==> src/rtl/eeprom_pkg.sv <==
// Shared encodings for the 24LC64 access scheduler: engine command codes, FSM states and
// the step indices that carry special meaning in the command table.
package eeprom_pkg;

  localparam logic [2:0] CMD_NOP       = 3'd0;
  localparam logic [2:0] CMD_START     = 3'd1;
  localparam logic [2:0] CMD_WRITE     = 3'd2;
  localparam logic [2:0] CMD_READ_ACK  = 3'd3;
  localparam logic [2:0] CMD_READ_NACK = 3'd4;
  localparam logic [2:0] CMD_STOP      = 3'd5;

  localparam logic [3:0] CTRL_PREFIX = 4'b1010;

  typedef enum logic [2:0] {
    StIdle  = 3'd0,
    StLoad  = 3'd1,
    StIssue = 3'd2,
    StWait  = 3'd3,
    StDone  = 3'd4,
    StErr   = 3'd5
  } state_e;

  typedef enum logic {
    OpWrite = 1'b0,
    OpRead  = 1'b1
  } op_e;

  // Write: 0..5 byte write, 6..8 one ACK-poll sequence. Read: 0..7 random read.
  localparam logic [3:0] STEP_POLL_START = 4'd6;
  localparam logic [3:0] STEP_POLL_CTRL  = 4'd7;
  localparam logic [3:0] STEP_POLL_STOP  = 4'd8;
  localparam logic [3:0] STEP_RD_DATA    = 4'd6;
  localparam logic [3:0] STEP_RD_STOP    = 4'd7;

  function automatic logic [7:0] ctrl_byte(input logic [2:0] dev, input logic rw);
    return {CTRL_PREFIX, dev, rw};
  endfunction

endpackage

==> src/rtl/eeprom_rr_arb.sv <==
// Two-way round-robin arbiter: a lone request is granted outright, a tie goes to the
// requester that was not served last.
module eeprom_rr_arb
  import eeprom_pkg::*;
(
  input  logic wr_req,
  input  logic rd_req,
  input  op_e  last_served,
  output logic grant,
  output op_e  grant_op
);

  always_comb begin
    grant = wr_req | rd_req;
    if (wr_req && rd_req) begin
      grant_op = (last_served == OpRead) ? OpWrite : OpRead;
    end else if (rd_req) begin
      grant_op = OpRead;
    end else begin
      grant_op = OpWrite;
    end
  end

endmodule

==> src/rtl/eeprom_access_sched.sv <==
// Schedules 24LC64 byte writes (with ACK polling) and random reads onto a byte-level I2C
// engine, one command outstanding at a time.
module eeprom_access_sched
  import eeprom_pkg::*;
#(
  parameter logic [2:0]  DEV_SEL  = 3'b000,
  parameter int unsigned MAX_POLL = 16
) (
  input  logic        clk,
  input  logic        rst_n,
  input  logic        wr_req,
  input  logic [12:0] wr_addr,
  input  logic [7:0]  wr_data,
  output logic        wr_ack,
  input  logic        rd_req,
  input  logic [12:0] rd_addr,
  output logic [7:0]  rd_data,
  output logic        rd_ack,
  output logic        err,
  output logic        busy,
  output logic        cmd_valid,
  output logic [2:0]  cmd,
  output logic [7:0]  cmd_wdata,
  input  logic        cmd_ready,
  input  logic        eng_done,
  input  logic        eng_nack,
  input  logic [7:0]  eng_rdata
);

  localparam logic [7:0] PollMax = 8'(MAX_POLL);

  state_e      state_q, state_d;
  op_e         op_q, op_d;
  op_e         last_q, last_d;
  logic [12:0] addr_q, addr_d;
  logic [7:0]  data_q, data_d;
  logic [3:0]  step_q, step_d;
  logic [7:0]  poll_cnt_q, poll_cnt_d;
  logic        poll_nack_q, poll_nack_d;
  logic        abort_q, abort_d;
  logic [7:0]  rbuf_q, rbuf_d;
  logic [7:0]  rd_data_q, rd_data_d;

  logic        grant;
  op_e         grant_op;
  logic [2:0]  step_cmd;
  logic [7:0]  step_wdata;
  logic        is_poll_ctrl;

  eeprom_rr_arb u_arb (
    .wr_req      (wr_req),
    .rd_req      (rd_req),
    .last_served (last_q),
    .grant       (grant),
    .grant_op    (grant_op)
  );

  // Command table indexed by operation and step; an abort overrides with a bus release.
  always_comb begin
    step_cmd   = CMD_NOP;
    step_wdata = 8'h00;
    if (abort_q) begin
      step_cmd = CMD_STOP;
    end else if (op_q == OpWrite) begin
      case (step_q)
        4'd0: step_cmd = CMD_START;
        4'd1: begin step_cmd = CMD_WRITE; step_wdata = ctrl_byte(DEV_SEL, 1'b0); end
        4'd2: begin step_cmd = CMD_WRITE; step_wdata = {3'b000, addr_q[12:8]}; end
        4'd3: begin step_cmd = CMD_WRITE; step_wdata = addr_q[7:0]; end
        4'd4: begin step_cmd = CMD_WRITE; step_wdata = data_q; end
        4'd5: step_cmd = CMD_STOP;
        4'd6: step_cmd = CMD_START;
        4'd7: begin step_cmd = CMD_WRITE; step_wdata = ctrl_byte(DEV_SEL, 1'b0); end
        4'd8: step_cmd = CMD_STOP;
        default: step_cmd = CMD_NOP;
      endcase
    end else begin
      case (step_q)
        4'd0: step_cmd = CMD_START;
        4'd1: begin step_cmd = CMD_WRITE; step_wdata = ctrl_byte(DEV_SEL, 1'b0); end
        4'd2: begin step_cmd = CMD_WRITE; step_wdata = {3'b000, addr_q[12:8]}; end
        4'd3: begin step_cmd = CMD_WRITE; step_wdata = addr_q[7:0]; end
        4'd4: step_cmd = CMD_START;
        4'd5: begin step_cmd = CMD_WRITE; step_wdata = ctrl_byte(DEV_SEL, 1'b1); end
        4'd6: step_cmd = CMD_READ_NACK;
        4'd7: step_cmd = CMD_STOP;
        default: step_cmd = CMD_NOP;
      endcase
    end
  end

  assign is_poll_ctrl = (op_q == OpWrite) && (step_q == STEP_POLL_CTRL) && !abort_q;

  always_comb begin
    state_d     = state_q;
    op_d        = op_q;
    last_d      = last_q;
    addr_d      = addr_q;
    data_d      = data_q;
    step_d      = step_q;
    poll_cnt_d  = poll_cnt_q;
    poll_nack_d = poll_nack_q;
    abort_d     = abort_q;
    rbuf_d      = rbuf_q;
    rd_data_d   = rd_data_q;

    unique case (state_q)
      StIdle: begin
        if (grant) begin
          op_d    = grant_op;
          state_d = StLoad;
        end
      end
      StLoad: begin
        addr_d      = (op_q == OpWrite) ? wr_addr : rd_addr;
        data_d      = wr_data;
        step_d      = 4'd0;
        poll_cnt_d  = 8'd0;
        poll_nack_d = 1'b0;
        abort_d     = 1'b0;
        state_d     = StIssue;
      end
      StIssue: begin
        if (cmd_ready) state_d = StWait;
      end
      StWait: begin
        if (eng_done) begin
          state_d = StIssue;
          if (abort_q) begin
            state_d = StErr;
          end else if (step_cmd == CMD_WRITE && eng_nack && !is_poll_ctrl) begin
            abort_d = 1'b1;
          end else if (op_q == OpWrite && step_q == STEP_POLL_STOP) begin
            if (!poll_nack_q) begin
              state_d = StDone;
            end else if (poll_cnt_q + 8'd1 == PollMax) begin
              state_d = StErr;
            end else begin
              poll_cnt_d  = poll_cnt_q + 8'd1;
              poll_nack_d = 1'b0;
              step_d      = STEP_POLL_START;
            end
          end else if (op_q == OpRead && step_q == STEP_RD_STOP) begin
            rd_data_d = rbuf_q;
            state_d   = StDone;
          end else begin
            step_d = step_q + 4'd1;
            if (is_poll_ctrl) poll_nack_d = eng_nack;
            if (op_q == OpRead && step_q == STEP_RD_DATA) rbuf_d = eng_rdata;
          end
        end
      end
      StDone, StErr: begin
        last_d  = op_q;
        state_d = StIdle;
      end
      default: state_d = StIdle;
    endcase
  end

  always_ff @(posedge clk) begin
    if (!rst_n) begin
      state_q     <= StIdle;
      op_q        <= OpWrite;
      last_q      <= OpRead;
      addr_q      <= '0;
      data_q      <= '0;
      step_q      <= '0;
      poll_cnt_q  <= '0;
      poll_nack_q <= 1'b0;
      abort_q     <= 1'b0;
      rbuf_q      <= '0;
      rd_data_q   <= '0;
    end else begin
      state_q     <= state_d;
      op_q        <= op_d;
      last_q      <= last_d;
      addr_q      <= addr_d;
      data_q      <= data_d;
      step_q      <= step_d;
      poll_cnt_q  <= poll_cnt_d;
      poll_nack_q <= poll_nack_d;
      abort_q     <= abort_d;
      rbuf_q      <= rbuf_d;
      rd_data_q   <= rd_data_d;
    end
  end

  always_comb begin
    cmd_valid = (state_q == StIssue);
    cmd       = cmd_valid ? step_cmd : CMD_NOP;
    cmd_wdata = (cmd_valid && step_cmd == CMD_WRITE) ? step_wdata : 8'h00;
    wr_ack    = (state_q == StDone) && (op_q == OpWrite);
    rd_ack    = (state_q == StDone) && (op_q == OpRead);
    err       = (state_q == StErr);
    busy      = (state_q != StIdle);
    rd_data   = rd_data_q;
  end

endmodule

==> config.mk <==
export PLATFORM = sky130hd
export DESIGN_NAME = eeprom_access_sched
export DESIGN_NICKNAME = d
export VERILOG_FILES = /design/src/rtl/eeprom_pkg.sv /design/src/rtl/eeprom_rr_arb.sv /design/src/rtl/eeprom_access_sched.sv
export SDC_FILE = /design/constraint.sdc
export NUM_CORES = 1
export LEC_CHECK = 0
export BUFFER_PORTS_ARGS = -buffer_cell sky130_fd_sc_hd__buf_2
export CAP_MARGIN = 20
export CORE_UTILIZATION = 40
export DETAILED_ROUTE_END_ITERATION = 7
export PLACE_DENSITY = 0.68
export SETUP_SLACK_MARGIN = 0.02
export SLEW_MARGIN = 20
export SYNTH_ARGS = -nofsm -noshare
export SYNTH_HDL_FRONTEND = slang
export SYNTH_SLANG_ARGS = --single-unit
==> constraint.sdc <==
create_clock -name clk -period 3.9 [get_ports clk]
set_clock_uncertainty 0.15 [all_clocks]
set_input_delay 0.78 -clock clk [delete_from_list [all_inputs] [get_ports clk]]
set_output_delay 0.78 -clock clk [all_outputs]
set_load 0.02 [all_outputs]
# ---- Word level (Yosys, flattened, before mapping)
# Index checks and enable logic that the tools add are counted.
dict set report classes {
  mux 52
  eq_ne 27
  bitwise_logic 6
  add_sub_neg 2
  n_reduce_logical 32
}
# cell count
set ops {}
lappend ops {{8-bit two-way mux} 9}
lappend ops {{8-bit case mux with 4 select lines} 2}
lappend ops {{3-bit two-way mux} 12}
lappend ops {{4-bit two-way mux} 7}
lappend ops {{3-bit case mux with 4 select lines} 2}
lappend ops {{7-bit AND reduction} 3}
lappend ops {{4-bit by 3-bit == test with 1-bit output (second input constant)} 4}
lappend ops {{8-bit case mux with 2 select lines} 1}
lappend ops {{1-bit two-way mux} 14}
lappend ops {{2-bit inequality test (second input constant)} 7}
lappend ops {{13-bit two-way mux} 1}
lappend ops {{3-bit inequality test (second input constant)} 4}
lappend ops {{6-bit AND reduction} 2}
lappend ops {{1-bit logical AND} 11}
lappend ops {{2-bit OR reduction} 5}
lappend ops {{3-bit by 2-bit == test with 1-bit output (second input constant)} 3}
lappend ops {{3-bit case mux with 3 select lines} 1}
lappend ops {{8-bit by 1-bit adder with 8-bit output (second input constant)} 1}
lappend ops {{4-bit by 2-bit == test with 1-bit output (second input constant)} 2}
lappend ops {{8-bit by 5-bit == test with 1-bit output (second input constant)} 1}
lappend ops {{4-bit case mux with 2 select lines} 1}
lappend ops {{3-bit == test (second input constant)} 2}
lappend ops {{1-bit NOT} 5}
lappend ops {{5-bit OR reduction} 1}
lappend ops {{15 further kinds} 18}
dict set report totals {
  out_inout_bits 24
  elab_cells 130
  regBits 56
}

# ---- Depth between registers and ports, before layout
dict set report logic_depth {
  word_depth 12
  mapped_depth 8
  ltp_nobuf 8
}

# ---- Hierarchy
# Synthesis repeated with hierarchy kept, for this count alone.
dict set report hier_totals {
  cells_unflattened 360
  area_unflattened_um2 3115.5
}
# mod cells_per_inst area_each_um2 n_inst seq_area_each_um2
set modules_own_cells {}
lappend modules_own_cells {eeprom_access_sched 358 3101.7 1 1121.1}
lappend modules_own_cells {eeprom_rr_arb 2 13.8 1 0.0}

# ---- Worst setup path before layout
# No wires, ideal clock.
dict set report synth_timing {
  path_type {reg2out}
  start {reg state_q[1]}
  end {out cmd_wdata[0]}
  setup_slack_ns 0.715
  stages_incl_launch_ff 8
  arrival_time_ns 2.255
  path_buffers 2
  required_ns 2.970
  cell_sequence {dfxtp_1 buf_2 inv_1 nor3_1 o21ai_0 or3_1 clkbuf_1 nor2_1}
}
dict set report synth_via {
  elab_chain_cells 3
}
# item line
set synth_lines {}
lappend synth_lines {{start, declared} eeprom_access_sched.sv:32} ;# state_e state_q, state_d;
lappend synth_lines {{start signal, assigned} eeprom_access_sched.sv:163} ;# state_q <= StIdle;
lappend synth_lines {{start signal, assigned} eeprom_access_sched.sv:175} ;# state_q <= state_d;
lappend synth_lines {{3-bit by 2-bit == test with 1-bit output} eeprom_access_sched.sv:190} ;# cmd_valid = (state_q == StIssue);
lappend synth_lines {{named net cmd_valid} eeprom_access_sched.sv:21} ;# output logic cmd_valid,
lappend synth_lines {{1-bit logical AND} eeprom_access_sched.sv:192} ;# cmd_wdata = (cmd_valid && step_cmd == CMD_WRITE) ? step_wdata : 8'h00;
lappend synth_lines {{8-bit two-way mux} eeprom_access_sched.sv:192}
lappend synth_lines {{end, declared} eeprom_access_sched.sv:23} ;# output logic [7:0] cmd_wdata,
# The timed path passes the listed nets, and every way through them passes these cells.

# ---- Worst setup path in the final report
dict set report layout_timing {
  start {reg state_q[1]}
  end {out cmd_wdata[3]}
}
dict set report layout_via {
  elab_chain_cells 3
}
# item line
set layout_lines {}
lappend layout_lines {{3-bit by 2-bit == test with 1-bit output} eeprom_access_sched.sv:190}
lappend layout_lines {{1-bit logical AND} eeprom_access_sched.sv:192}
lappend layout_lines {{8-bit two-way mux} eeprom_access_sched.sv:192}
# Every way passes these cells.

==> impl_metrics.env <==
export IMPL_cts_tree="built"
export IMPL_rows=31
export IMPL_grt_overflow=0
export IMPL_cp_cell_sequence="inv_1, nor3_1, o21ai_0, or3_1, nor2_1, buf_2"
export IMPL_rsz0062_at_grt="false"
export IMPL_cts_resized=0
export IMPL_groute_usage_overall=0.190
export IMPL_htreeDepth=2
export IMPL_io_pin_count=73
export IMPL_wire_per_inst_um=13.6
export IMPL_synth_warnings=0
export IMPL_die_h_um=88.6
export IMPL_cts_hold_buf=0
export IMPL_synth_ff_type="dfxtp_1"
export IMPL_multi_input_area_um2=1760
export IMPL_fillCellCount=718
export IMPL_cp_max_fo=9
export IMPL_portBuffers=72
export IMPL_synth_enable_flop_cells=0
export IMPL_post_route_drc_count=0
export IMPL_timing_slew_headroom=0.478
export IMPL_synth_xor_area_share=0.0146
export IMPL_clk_latency_ns=0.32
export IMPL_max_slew_worst_pin_slew_ns=0.781
export IMPL_cap_viol_max_count=0
export IMPL_grt_max_degree=37
export IMPL_yosysSeqAreaShare=0.373
export IMPL_synthCells=353
export IMPL_cp_start_kind="flop"
export IMPL_yosysTopAreaCellShare=0.373
export IMPL_num_vias=2730
export IMPL_die_w_um=88.6
export IMPL_outcome="finished, final reports clean"
export IMPL_synth_compound_area_frac=0.191
export IMPL_critPathKind="reg -> out"
export IMPL_power_total_w=0.00114
export IMPL_cp_arrival_ns=2.51
export IMPL_nets=473
export IMPL_hp_class="reg -> reg"
export IMPL_netlist_top_cells_count="56 x dfxtp_1, 51 x nor2_1, 39 x nand2_1, 33 x mux2i_1, 19 x a21oi_1"
export IMPL_setup_viol=0
export IMPL_grt_pass1_wl_um=11600
export IMPL_endpoint_kind="output port"
export IMPL_synthTopCellsByArea="dfxtp_1 37%, mux2i_1 11%, nor2_1 6.4%"
export IMPL_grt_pass1_vias=2518
export IMPL_yosysTopAreaCell="dfxtp_1"
export IMPL_cts_buffers=5
export IMPL_area_growth_pct=17.7
export IMPL_synthMuxAreaShare=0.110
export IMPL_min_period_ns=3.44
export IMPL_peakVddDrop_mv=0.223
export IMPL_postCtsSetupBuffers=0
export IMPL_n_antenna_cell=0
export IMPL_cpPeakStageDelay_ns=0.55
export IMPL_core_area_um2=7250
export IMPL_root_buffer="clkbuf_8"
export IMPL_drive_gt1_frac=0.229
export IMPL_hpwl_um=5230
export IMPL_tns_ns=0
export IMPL_initial_utilization=0.414
export IMPL_drt_total_wl_um=7040
export IMPL_required_ns=2.97
export IMPL_yosysMostFrequentCell="dfxtp_1"
export IMPL_syn_nets=408
export IMPL_cts_sinks=56
export IMPL_drt_iter0_drc=159
export IMPL_dieArea_um2=7850
export IMPL_firstDrtPassIters=4
export IMPL_finalCoreUtilization=0.487
export IMPL_fin_crit_sh=0.881
export IMPL_syn_area_per_cell_um2=8.50
export IMPL_synth_distinct_cells=58
export IMPL_synth_top_family_by_area="simple AND/OR/NAND/NOR gates"
export IMPL_synth_area_um2=3000
export IMPL_drv_slew=0
export IMPL_worst_path_max_delay_cell="or3_1"
export IMPL_stdcell_count=518
export IMPL_antenna_found_initial=0
export IMPL_antenna_left=0
export IMPL_register_area_um2=1120
export IMPL_dp_cells=510
export IMPL_p_leak_nw=1.37
export IMPL_clockBufferDepth=2
export IMPL_yosys_area_share_adder=0.0250
export IMPL_hold_violations=0
export IMPL_async_flop_share=0
export IMPL_synth_simple_area_share=0.246
export IMPL_p_per_area_nw_per_um2=324
export IMPL_cp_top_family="simple AND/OR/NAND/NOR gates"
export IMPL_avgViaCountPerCell=5.27
export IMPL_path_buf_inv=2
export IMPL_max_freq_ghz=0.291
export IMPL_ys_seq_elements=56
export IMPL_place_congestion=0.862
export IMPL_clkSlewWorstSetupHoldPaths_ns=0.11
routing by layer:
| layer | global-route usage | part of all wire | routed length (um) |
|---|---|---|---|
| met5 | 0 | 0 | 0 |
| met2 | 0.308 | 0.47 | 3330 |
| met1 | 0.255 | 0.46 | 3260 |
| met3 | 0.0326 | 0.044 | 308 |
| met4 | 0.0645 | 0.020 | 140 |
registers in the layout, indices dropped and copies added, names as in the netlist:
name / cells
rbuf_q: 8
data_q: 8
addr_q: 13
poll_nack_q: 1
rd_data: 8
poll_cnt_q: 8
op_q: 1
abort_q: 1
last_q: 1
state_q: 3
step_q: 4
placed cells by master, fill, tap and decap left out, drive strengths merged, types with 9 or more instances in the layout:
cell type  instances
nand3              9
nor3              11
a211oi            13
nor2              51
mux2i             33
dfxtp             56
a21oi             20
buf               76
nand2             39
inv               13
where the power goes:
part / switching [W] / internal (W)
Clock: 0.000214 / 0.000136
Combinational: 0.000101 / 0.0000696
Sequential: 0.0000227 / 0.000602
Total: 0.000337 / 0.000808
final timing paths:
kind / start / slack [ns] / endpoint / cells after the start
max: state_q[1] / 0.46 / cmd_wdata[3] / 6
min: data_q[0] / 0.32 / data_q[0] / 2
max reg2reg: step_q[0] / 1.19 / step_q[0] / 8
min reg2reg: data_q[0] / 0.32 / data_q[0] / 2
worst register-to-register path, delay by kind of cell (launching register included):
family,cells,cell delay [ns]
simple gates,3,1.03
fa+ha+maj,1,0.27
flops,1,0.42
compound gates,2,0.44
mux,1,0.24
buf+inv,1,0.11
stage by stage:
| stage | hold WS (ns) | area [um2] | setup slack (ns) |
|---|---|---|---|
| final | 0.316 | 3530 | 0.463 |
| after CTS | 0.318 | 3530 | 0.482 |
| after global placement | 0.302 | 3430 | 0.918 |
| after global routing | 0.339 | 3530 | 0.253 |
| after floorplan | 0.286 | 3000 | 0.715 |
| after detailed placement | 0.303 | 3430 | 0.847 |
cell type report:
type,instances,share of cell area
clock buffers,5,0.0195
multi-input cells,269,0.499
clock inverters,3,0.00815
well taps,99,0.0351
repair buffers,76,0.111
flip-flops and latches,56,0.317
inverters,10,0.0106
cells by family after synthesis:
group / after synthesis
AOI/OAI and AO/OA: 77
xor gates and xnor gates: 5
and+or+nand+nor: 148
muxes: 33
adders and majority gates: 6
DFF: 56
buffers and inverters: 28
Power figures use the tool's default switching activity.
